## config.mk

```make
export PLATFORM = sky130hd
export DESIGN_NAME = mem_reinit_ctrl
export DESIGN_NICKNAME = d
export VERILOG_FILES = /design/src/rtl/mem_reinit_ctrl.sv
export SDC_FILE = /design/constraint.sdc
export NUM_CORES = 1
export LEC_CHECK = 0
export BUFFER_PORTS_ARGS = -buffer_cell sky130_fd_sc_hd__buf_2
export CAP_MARGIN = 0
export CELL_PAD_IN_SITES_DETAIL_PLACEMENT = 1
export CELL_PAD_IN_SITES_GLOBAL_PLACEMENT = 1
export CORE_ASPECT_RATIO = 1.5
export CORE_MARGIN = 2
export CORE_UTILIZATION = 35
export CTS_BUF_LIST = sky130_fd_sc_hd__clkbuf_8
export DETAILED_ROUTE_END_ITERATION = 10
export PLACE_DENSITY_LB_ADDON = 0.1
export SYNTH_ARGS = -nofsm -noshare
export SYNTH_HDL_FRONTEND = slang
export SYNTH_SLANG_ARGS = --single-unit
```

## constraint.sdc

```tcl
create_clock -name clk -period 3 [get_ports clk]
set_input_delay 0.75 -clock clk [delete_from_list [all_inputs] [get_ports clk]]
set_output_delay 0.75 -clock clk [all_outputs]
set_load 0.005 [all_outputs]
```

## src/rtl/mem_reinit_ctrl.sv

```systemverilog
// rtl/mem_reinit_ctrl.sv - RAM reinit sequencer with constant/stream fill and readback verify
module mem_reinit_ctrl #(
    parameter int WID_MEM   = 1,
    parameter int DEPTH_MEM = 32768,
    parameter int VERIFY_EN = 1
) (
    input  logic               clk,
    input  logic               reset,
    input  logic               start,
    input  logic               mode,
    input  logic [WID_MEM-1:0] fill_val,
    input  logic               s_valid,
    input  logic [WID_MEM-1:0] s_data,
    output logic               s_ready,
    input  logic               usr_we,
    input  logic [31:0]        usr_waddr,
    input  logic [WID_MEM-1:0] usr_din,
    input  logic [31:0]        usr_raddr,
    output logic [WID_MEM-1:0] usr_dout,
    output logic               usr_rdy,
    output logic               mem_we,
    output logic [31:0]        mem_waddr,
    output logic [WID_MEM-1:0] mem_din,
    output logic [31:0]        mem_raddr,
    input  logic [WID_MEM-1:0] mem_dout,
    output logic               busy,
    output logic               done,
    output logic [31:0]        err_cnt,
    output logic               err
);

    localparam int            AW   = (DEPTH_MEM > 1) ? $clog2(DEPTH_MEM) : 1;
    localparam logic [AW-1:0] LAST = AW'(DEPTH_MEM - 1);

    typedef enum logic [2:0] {
        S_IDLE,
        S_WRITE,
        S_VERIFY,
        S_DRAIN,
        S_DONE
    } state_t;

    state_t             state;
    state_t             state_nx;
    logic [AW-1:0]      wa;
    logic [AW-1:0]      ra;
    logic               cmp_v;
    logic               mode_q;
    logic [WID_MEM-1:0] fill_q;
    logic [31:0]        err_cnt_q;
    logic               wr_fire;
    logic               mismatch;

    // A sweep write happens every cycle in CONST mode, only on a handshake in STREAM mode
    assign wr_fire  = (state == S_WRITE) && (mode_q ? s_valid : 1'b1);
    // cmp_v marks that mem_dout now carries the data of last cycle's verify read
    assign mismatch = cmp_v && (mem_dout != fill_q);

    assign usr_dout = mem_dout;
    assign err_cnt  = err_cnt_q;
    assign err      = (err_cnt_q != 32'd0);

    // State register
    always_ff @(posedge clk) begin
        if (reset) begin
            state <= S_IDLE;
        end else begin
            state <= state_nx;
        end
    end

    // Sweep counters, start-time latches and the saturating mismatch counter
    always_ff @(posedge clk) begin
        if (reset) begin
            wa        <= '0;
            ra        <= '0;
            cmp_v     <= 1'b0;
            mode_q    <= 1'b0;
            fill_q    <= '0;
            err_cnt_q <= 32'd0;
        end else begin
            cmp_v <= (state == S_VERIFY);
            case (state)
                S_IDLE: begin
                    if (start) begin
                        mode_q    <= mode;
                        fill_q    <= fill_val;
                        err_cnt_q <= 32'd0;
                        wa        <= '0;
                        ra        <= '0;
                    end
                end
                S_WRITE: begin
                    if (wr_fire) begin
                        wa <= wa + AW'(1);
                    end
                end
                S_VERIFY: begin
                    ra <= ra + AW'(1);
                    if (mismatch && (err_cnt_q != 32'hFFFF_FFFF)) begin
                        err_cnt_q <= err_cnt_q + 32'd1;
                    end
                end
                S_DRAIN: begin
                    if (mismatch && (err_cnt_q != 32'hFFFF_FFFF)) begin
                        err_cnt_q <= err_cnt_q + 32'd1;
                    end
                end
                default: begin
                end
            endcase
        end
    end

    // Next state and RAM/user port muxing; the user port owns the RAM only in IDLE
    always_comb begin
        state_nx  = state;
        mem_we    = 1'b0;
        mem_waddr = 32'(wa);
        mem_din   = fill_q;
        mem_raddr = 32'(ra);
        s_ready   = 1'b0;
        usr_rdy   = 1'b0;
        busy      = 1'b0;
        done      = 1'b0;
        case (state)
            S_IDLE: begin
                usr_rdy   = 1'b1;
                mem_we    = usr_we;
                mem_waddr = usr_waddr;
                mem_din   = usr_din;
                mem_raddr = usr_raddr;
                if (start) begin
                    state_nx = S_WRITE;
                end
            end
            S_WRITE: begin
                busy    = 1'b1;
                s_ready = mode_q;
                mem_we  = wr_fire;
                mem_din = mode_q ? s_data : fill_q;
                if (wr_fire && (wa == LAST)) begin
                    state_nx = ((VERIFY_EN != 0) && !mode_q) ? S_VERIFY : S_DONE;
                end
            end
            S_VERIFY: begin
                busy = 1'b1;
                if (ra == LAST) begin
                    state_nx = S_DRAIN;
                end
            end
            S_DRAIN: begin
                busy     = 1'b1;
                state_nx = S_DONE;
            end
            S_DONE: begin
                done     = 1'b1;
                state_nx = S_IDLE;
            end
            default: begin
                state_nx = S_IDLE;
            end
        endcase
    end

endmodule

```

==> results.cfg, run 1 <==
[global_route]
grt_first_pass_wirelength_um = 23400
grt_overflow = 0
grt_pass1_vias = 4774
grt_antenna_before_repair = 0
grt.total_usage_pct = 22.1
maximum_number_of_pins_on_one_net_before_global_route_repair = 66

[layout]
antenna_cells = 0
final_core_utilization_pct = 45.2
layout-area-overhead-vs-synth_pct = 27.7
drive_gt1_share_pct = 36.6
instances_no_fill = 839
layout.nets = 759
fill_cells = 1530

[hold_path]
worstHoldPathType = flop to flop

[clocking]
cts_inserted_buffers = 9
cts_max_level = 3
cts.sinks = 68
clk_transition_reported_paths_ns = 0.07
cts-resized-gates = 0
clkLatencyLatePin_ns = 0.35
tritoncts = yes
clk_path_buf_depth = 2
root_buffer = sky130_fd_sc_hd__clkbuf_8
post_cts.repair.setup_buffers = 0
cts_hold_repair.buffers = 0

[synth]
synth_enable_flop_cells = 0
synth.distinct_cells = 63
synth_compound_area_share_pct = 16.5
library_cell_with_the_highest_instance_count_after_synthesis = sky130_fd_sc_hd__dfxtp_1
syn-num-nets = 593
synth-seq-cells = 68
ys_async_sr_fraction_pct = 0
synth.top_cells.by_area = sky130_fd_sc_hd__dfxtp_1 (32%), sky130_fd_sc_hd__mux2_2 (8.3%), sky130_fd_sc_hd__and2_1 (5.5%)
post_synth_xor_area_fraction_pct = 2.50
synth_top_area_share_pct = 32.3
synth_cells = 515
synth_ff_type = sky130_fd_sc_hd__dfxtp_1
syn_area_per_cell_um2 = 8.18
synth.cells.most_frequent = sky130_fd_sc_hd__dfxtp_1 (68), sky130_fd_sc_hd__a21oi_1 (45), sky130_fd_sc_hd__nand2_1 (42), sky130_fd_sc_hd__nor2_1 (38), sky130_fd_sc_hd__and2_1 (37)
ys_seq_area_share_pct = 32.3
post_synth_fa_ha_maj_area_fraction_pct = 1.19
synthSimpleGateAreaFrac_pct = 34.1
synth_mux_area_share_pct = 8.77
synth_top_family_by_area = simple AND/OR/NAND/NOR gates
synth_top_cell_by_area = sky130_fd_sc_hd__dfxtp_1
syn_area_mm2 = 0.00421
yosysWarningCount = 0

[sta]
rsz_0062_raised_after_global_routing = false
timing.final.setup_violations = 0
relSlewSlack_pct = 51.0
clock-skew-final_ns = 0.0108
post-route-min-period_ns = 2.80
maxClockFrequency_ghz = 0.358
postLayoutSetupSlackWorst_ns = 0.203
setup_tns_ns = 0
worst_hold_slack_ns = 0.492
finalHoldViolCount = 0
worst_slew_pin_tran_ns = 0.734
final_min_period_over_clock_period_pct = 93.2
maxSlewViolCount = 0

[critical_path]
endpoint_arrival_time_on_the_critical_path_ns = 2.05
worst-setup-path-type = flop to output port
crit_path_max_fanout = 65
timing.critical_path.slowest_cell_delay_ns = 0.39
crit_slowest_cell = sky130_fd_sc_hd__dfxtp_1
type_of_destination_of_the_critical_path = output port
required_ns = 2.25
critical_path.cell_chain = or2_2 > nor2_4 > buf_12 > mux2_2 > buf_2
crit_family = simple AND/OR/NAND/NOR gates
start_kind = flop
cp.buffers_inverters = 2

[floorplan]
floorplan.die.height_um = 138
floorplan.die.width_um = 93.6
dieArea_mm2 = 0.0129
initial_core_util_pct = 35.4
core_mm2 = 0.0119
io_pins = 178
row_count = 49

[route]
detailedRoute.firstPassIterationCount = 4
vias = 4627
drc = 0
final_antenna_net_count = 0
avgRoutedWirePerCell_um = 16.5
avgViaCountPerCell = 5.51
drt-total-wl_um = 13800
initialDrtViolationCount = 89

[place]
gp_congestion = 0.851
buffer_ports.inserted = 177
placement.setup.worst_slack_ns = 0.557
place_hpwl_um = 10600
post-place-cells = 823

[job]
max-cap-violations = 0

[pwr]
power.density_mw_per_mm2 = 363
p_leak_uw = 0.00230
irDropWorstVdd_mv = 0.157

[outcome]
outcome = finished, final reports clean
## metal layers
| layer | up-vias | routed length (µm) | GRT usage, % |
|---|---|---|---|
| met2 | 142 | 7340 | 40.8 |
| met3 | 22 | 660 | 4.03 |
| met4 | 0 | 310 | 7.78 |
| met5 | - | 0 | 0 |
| li1 | 2229 | - | - |
| met1 | 2234 | 5510 | 24.8 |
## logic make-up (layout without fill, tap and decap cells)
group	Yosys count	count (layout)
multiplexers	33	33
adder cells (fa/ha/maj)	4	4
buffers and inverters	38	209
flip-flops	68	68
XOR/XNOR	12	12
AND/OR/NAND/NOR	249	249
AO/OA/AOI/OAI	111	111
## registers in the layout (all words and copies together), names as in the netlist
signal and flops:
err_cnt 32, wa 15, state 3, cmp_v 1, ra 15, mode_q 1
fill_q 1
## through the flow
stage | cell area (µm²) | power [µW]
final | 5380 | 1950
after global routing | 5380 | 2070
after CTS | 5380 | 1990
after detailed placement | 5210 | 1320
after global placement | 5210 | 1310
after floorplan | 4210 | 1140
## worst min-delay path: stages (launching register included)
cell and delay (ns):
sky130_fd_sc_hd__dfxtp_1 0.33, sky130_fd_sc_hd__nand2_1 0.06, sky130_fd_sc_hd__a21oi_1 0.05
## layout make-up
class	count	area (µm²)	area share (%)
timing repair buffer	186	966	18.0
multi-input combinational	409	2660	49.5
clock inverter	6	31.3	0.582
tap	153	191	3.56
sequential	68	1360	25.3
inverter	7	26.3	0.489
clock buffer	10	138	2.56
## cells in the final DEF (no fill, tap or decap), drive strengths merged, types with 5 or more instances in the layout
| cell type | Yosys | routed |
|---|---|---|
| buf | 19 | 186 |
| dfxtp | 68 | 68 |
| a21oi | 45 | 45 |
| nand2 | 44 | 44 |
| nor2 | 39 | 39 |
| and2 | 37 | 37 |
| mux2 | 31 | 31 |
| nand3 | 26 | 26 |
| o21ai | 20 | 20 |
| or3 | 14 | 14 |
| nand4 | 13 | 13 |
| and3 | 12 | 12 |
| or4 | 12 | 12 |
| nor4 | 12 | 12 |
| o31ai | 11 | 11 |
| nor3 | 11 | 11 |
| clkbuf | 12 | 10 |
| inv | 7 | 8 |
| nand2b | 6 | 6 |
| xor2 | 6 | 6 |
| xnor2 | 6 | 6 |
| a31oi | 6 | 6 |
| a22oi | 5 | 5 |
## power breakdown
part,total [µW],leakage [µW],switching [µW],internal (µW)
logic,370,0.00166,179,191
registers,922,0.000548,13.7,908
clock network,662,0.0000930,349,313
total,1950,0.00230,541,1410
## worst paths after layout
| path | startpoint | endpoint | slack (ns) | cells after the start |
|---|---|---|---|---|
| max reg2reg | err_cnt[1] | err_cnt[18] | 0.69 | 6 |
| min | fill_q | fill_q | 0.49 | 2 |
| max | state[1] | mem_raddr[14] | 0.20 | 5 |
| min reg2reg | fill_q | fill_q | 0.49 | 2 |
Power figures use the tool's default switching activity.
==> run 2, diff against run 1 <==
Settings changed: CELL_PAD_IN_SITES_DETAIL_PLACEMENT 1 to default, CELL_PAD_IN_SITES_GLOBAL_PLACEMENT 1 to default, CORE_UTILIZATION 35 to 50, PLACE_DENSITY from default to 0.83, PLACE_DENSITY_LB_ADDON 0.1 to default.
==> run 2 against run 1 <==
Maximum frequency increased by 0.28%. Final cell count shrank 5.8%. Largest cell class unchanged. Flip-flop and latch count did not move. Clock-buffer cell count unchanged. Sequential share of layout area up 0.15 points. Total power up 8.4%. Cell area down 0.61%.
==> results.cfg, run 2 (same netlist as run 1, synthesis figures left out) <==
[job]
max-cap-violations = 0

[critical_path]
worst_r2r_path_depth = 4
worstReg2RegStart = state[0]
type_of_destination_of_the_critical_path = output port
timing.critical_path.slowest_cell_delay_ns = 0.40
endpoint_arrival_time_on_the_critical_path_ns = 2.04
critical_path.reg2reg.endpoint = wa[11]
critical_path.cell_chain = or2_2 > nor2_4 > buf_12 > mux2_2 > buf_2
crit_slowest_cell = sky130_fd_sc_hd__or2_2
worst-setup-path-type = flop to output port
endpoint = mem_raddr[14]
required_ns = 2.25
crit_start = state[2]
crit_path_max_fanout = 65
rrSetupSlack_ns = 0.73
start_kind = flop

[layout]
layout.nets = 756
drive_gt1_share_pct = 36.3
fill_cells = 764
layout.cells.most_common_list = sky130_fd_sc_hd__buf_2 (177), sky130_fd_sc_hd__dfxtp_1 (68), sky130_fd_sc_hd__a21oi_1 (45)
layout_commonest_cell = sky130_fd_sc_hd__buf_2
layout-area-overhead-vs-synth_pct = 26.9
largest_register_ffs = 32
instances_no_fill = 790
antenna_cells = 0
final_core_utilization_pct = 64.3

[pwr]
power.density_mw_per_mm2 = 396
p_leak_uw = 0.00231
irDropWorstVdd_mv = 0.263

[sta]
relSlewSlack_pct = 54.6
worst_slew_pin_tran_ns = 0.680
finalHoldViolCount = 0
maxClockFrequency_ghz = 0.359
post-route-min-period_ns = 2.79
rsz_0062_raised_after_global_routing = false
final_min_period_over_clock_period_pct = 93.0
setup_tns_ns = 0
clock-skew-final_ns = 0.00575
timing.final.setup_violations = 0
maxSlewViolCount = 0

[route]
detailedRoute.firstPassIterationCount = 5
final_antenna_net_count = 0
vias = 4609
initialDrtViolationCount = 248
avgRoutedWirePerCell_um = 15.6
drc = 0
drt-total-wl_um = 12300
avgViaCountPerCell = 5.83

[outcome]
outcome = finished, final reports clean

[hold_path]
timing.hold.worst_path_depth = 1
worstHoldPathType = flop to flop

[clocking]
root_buffer = sky130_fd_sc_hd__clkbuf_8
cts_max_level = 3
cts_inserted_buffers = 9
cts.sinks = 68
cts_hold_repair.buffers = 0
post_cts.repair.setup_buffers = 0
clk_transition_reported_paths_ns = 0.07
clkLatencyLatePin_ns = 0.35
clk_path_buf_depth = 2
cts-resized-gates = 0
tritoncts = yes

[floorplan]
io_pins = 178
core_mm2 = 0.00831
initial_core_util_pct = 50.7
dieArea_mm2 = 0.00919
floorplan.die.width_um = 78.9
row_count = 41
floorplan.die.height_um = 116

[global_route]
grt_pass1_vias = 4240
grt_overflow = 0
grt.total_usage_pct = 26.6
grt_antenna_before_repair = 0
maximum_number_of_pins_on_one_net_before_global_route_repair = 66
grt_first_pass_wirelength_um = 19700

[place]
buffer_ports.inserted = 177
post-place-cells = 774
gp_congestion = 0.896
place_hpwl_um = 9280
-- run 2: layout make-up --
cell class	instances	area, µm²	share of cell area (%)
Clock buffer	10	138	2.58
Clock inverter	6	78.8	1.48
Inverter	7	26.3	0.492
Multi-Input combinational cell	409	2660	49.8
Sequential cell	68	1360	25.5
Tap cell	107	134	2.51
Timing Repair Buffer	183	943	17.7
-- run 2: worst min-delay path by stage --
stage / startpoint / to / slack, ns
after floorplan: wa[1] / wa[1] / 0.46
after CTS: ra[11] / ra[11] / 0.51
after global routing: ra[12] / ra[12] / 0.52
final: ra[11] / ra[11] / 0.51
after detailed placement: ra[11] / ra[11] / 0.50
after global placement: err_cnt[24] / err_cnt[24] / 0.50
-- run 2: critical path, delay by kind of cell (launching register included) --
| family | cells | cell delay [ns] |
|---|---|---|
| buffers and inverters | 2 | 0.39 |
| flip-flops | 1 | 0.39 |
| multiplexers | 1 | 0.38 |
| AND/OR/NAND/NOR | 2 | 0.52 |
-- run 2: where the power goes --
group          switching, µW  internal [µW]
registers               14.4            908
clock network            350            483
logic                    174            188
total                    539           1580
-- run 2: routing by layer --
| layer | share of wire [%] | wire length, µm | up-vias | global-route usage, % |
|---|---|---|---|---|
| met5 | 0 | 0 | - | 0 |
| met4 | 1.9 | 237 | 0 | 9.20 |
| met3 | 6.8 | 838 | 26 | 4.64 |
| met2 | 53 | 6570 | 227 | 51.2 |
| met1 | 38 | 4680 | 2128 | 29.1 |
| li1 | - | - | 2228 | - |
-- run 2: metrics by stage --
stage / instance area (µm²) / power [µW] / hold slack, ns / setup WS, ns
after detailed placement: 5130 / 1310 / 0.497 / 0.514
after floorplan: 4210 / 1140 / 0.460 / 0.628
after global routing: 5340 / 2200 / 0.524 / 0.128
final: 5340 / 2120 / 0.505 / 0.211
after CTS: 5340 / 2130 / 0.508 / 0.210
after global placement: 5130 / 1300 / 0.496 / 0.537
==> run 3, diff against run 2 <==
Settings changed: CELL_PAD_IN_SITES_DETAIL_PLACEMENT from default to 0, CELL_PAD_IN_SITES_GLOBAL_PLACEMENT from default to 2, CORE_UTILIZATION 50 to 27, PLACE_DENSITY 0.83 to default, PLACE_DENSITY_LB_ADDON from default to 0.1.
==> run 3 against run 2 <==
Die area is 81% higher. Setup slack worse by 0.031 ns. Cell area is 3.0% higher. Clock skew is 0.0051 ns higher. Final cell count is 12% higher. Non-clock buffer count is 5 higher. Maximum frequency is 1.1% lower. Combinational power is 2% higher. Utilization is 28 points lower. Wire length is 15% higher. Total power is 2.3% higher. Critical endpoint unchanged.
==> results.cfg, run 3 (same netlist as run 1, synthesis figures left out) <==
[sta]
finalHoldViolCount = 0
final_min_period_over_clock_period_pct = 94.0
post-route-min-period_ns = 2.82
worst_slew_pin_tran_ns = 0.639
maxSlewViolCount = 0
clock-skew-final_ns = 0.0108
worst_hold_slack_ns = 0.492
relSlewSlack_pct = 57.4
timing.final.setup_violations = 0
rsz_0062_raised_after_global_routing = false
setup_tns_ns = 0
maxClockFrequency_ghz = 0.355

[layout]
drive_gt1_share_pct = 36.9
layout-area-overhead-vs-synth_pct = 30.8
layout_commonest_cell = sky130_fd_sc_hd__buf_2
largest_register_ffs = 32
finish.instance_area_mm2 = 0.00551
antenna_cells = 0
layout.cells.most_common_list = sky130_fd_sc_hd__buf_2 (177), sky130_fd_sc_hd__dfxtp_1 (68), sky130_fd_sc_hd__a21oi_1 (45)
layout.nets = 761

[global_route]
maximum_number_of_pins_on_one_net_before_global_route_repair = 66
layer_with_the_highest_usage = met2
grtUsageMet2_pct = 32.0
grt_first_pass_wirelength_um = 22400
globalRouteMet1Util_pct = 18.3
grt_overflow = 0
grt_pass1_vias = 4294
grt_antenna_before_repair = 0
grtUsageMet3_pct = 2.53
grt.total_usage_pct = 17.0

[floorplan]
dieArea_mm2 = 0.0166
floorplan.die.width_um = 106
floorplan.die.height_um = 157
io_pins = 178
row_count = 55
initial_core_util_pct = 27.7
core_mm2 = 0.0152

[place]
place_hpwl_um = 10900
gp_congestion = 0.758
buffer_ports.inserted = 177
placed_cell_area_mm2 = 0.00528

[route]
vias = 4530
drt-total-wl_um = 14200
detailedRoute.firstPassIterationCount = 5
avgRoutedWirePerCell_um = 16.0
initialDrtViolationCount = 180
avgViaCountPerCell = 5.11
drc = 0
final_antenna_net_count = 0

[clocking]
cts_max_level = 3
cts_hold_repair.buffers = 0
clk_transition_reported_paths_ns = 0.08
clkLatencyLatePin_ns = 0.37
post_cts.repair.setup_buffers = 0
cts_inserted_buffers = 9
tritoncts = yes
cts.sinks = 68
cts-resized-gates = 0
clk_path_buf_depth = 2
root_buffer = sky130_fd_sc_hd__clkbuf_8

[pwr]
p_leak_uw = 0.00233
irDropWorstVdd_mv = 0.210
power.density_mw_per_mm2 = 394

[critical_path]
crit_path_max_fanout = 65
required_ns = 2.25
critical_path.reg2reg.endpoint = err_cnt[18]
start_kind = flop
worst_r2r_path_depth = 6
endpoint_arrival_time_on_the_critical_path_ns = 2.07
rrSetupSlack_ns = 0.70
worst-setup-path-type = flop to output port
type_of_destination_of_the_critical_path = output port
worstReg2RegStart = err_cnt[0]

[hold_path]
min_from = fill_q
timing.hold.worst_path_depth = 2
worstHoldPathType = flop to flop
min_to = fill_q

[outcome]
outcome = finished, final reports clean

[job]
max-cap-violations = 0
run 3: changes by cell type in the layout (fill, tap and decap cells not counted):
cell and change:
sky130_fd_sc_hd__clkinv_2 -2, sky130_fd_sc_hd__buf_4 +5, sky130_fd_sc_hd__clkinvlp_4 +3, sky130_fd_sc_hd__inv_1 -1
run 3: metrics by stage:
step	std cells	setup slack, ns	power, µW	utilization, %
3_3_place_gp	871	0.499	1320	34.7
5_1_grt	887	0.0798	2280	36.2
3_5_place_dp	871	0.448	1320	34.7
2_1_floorplan	515	0.628	1140	-
6_report	887	0.180	2170	36.2
4_1_cts	887	0.141	2200	36.2
run 3: final cells by class:
| cell class | instances | area [µm²] |
|---|---|---|
| timing repair buffer | 188 | 981 |
| clock buffer | 10 | 138 |
| tap | 199 | 249 |
| inverter | 7 | 26.3 |
| multi-input combinational | 409 | 2660 |
| sequential | 68 | 1360 |
| clock inverter | 6 | 87.6 |
| fill | 1654 | 9700 |
run 3: how the worst max path moves through the flow:
| stage | start | to | slack (ns) | cells after the start |
|---|---|---|---|---|
| after floorplan | state[1] | mem_waddr[0] | 0.63 | 6 |
| after global placement | start | wa[9] | 0.50 | 5 |
| after detailed placement | start | wa[7] | 0.45 | 5 |
| after CTS | state[2] | mem_raddr[14] | 0.14 | 5 |
| after global routing | state[1] | mem_waddr[1] | 0.08 | 5 |
| final | state[1] | mem_raddr[14] | 0.18 | 5 |
run 3: power by group:
group	leakage [µW]	internal (µW)	switching, µW
clock network	0.000105	489	387
logic	0.00167	192	178
registers	0.000548	908	13.6
run 3: critical path, cell delays in order, from the launching register on:
cell and delay [ns]:
sky130_fd_sc_hd__dfxtp_1 0.40, sky130_fd_sc_hd__or2_2 0.39, sky130_fd_sc_hd__nor2_4 0.12, sky130_fd_sc_hd__buf_12 0.26
sky130_fd_sc_hd__mux2_2 0.38, sky130_fd_sc_hd__buf_2 0.13
run 3: metal layers:
layer | routed length [µm] | part of all wire [%] | vias to the layer above
li1 | - | - | 2224
met1 | 5490 | 39 | 2108
met2 | 7530 | 53 | 170
met3 | 682 | 4.8 | 28
met4 | 470 | 3.3 | 0
met5 | 0 | 0 | -
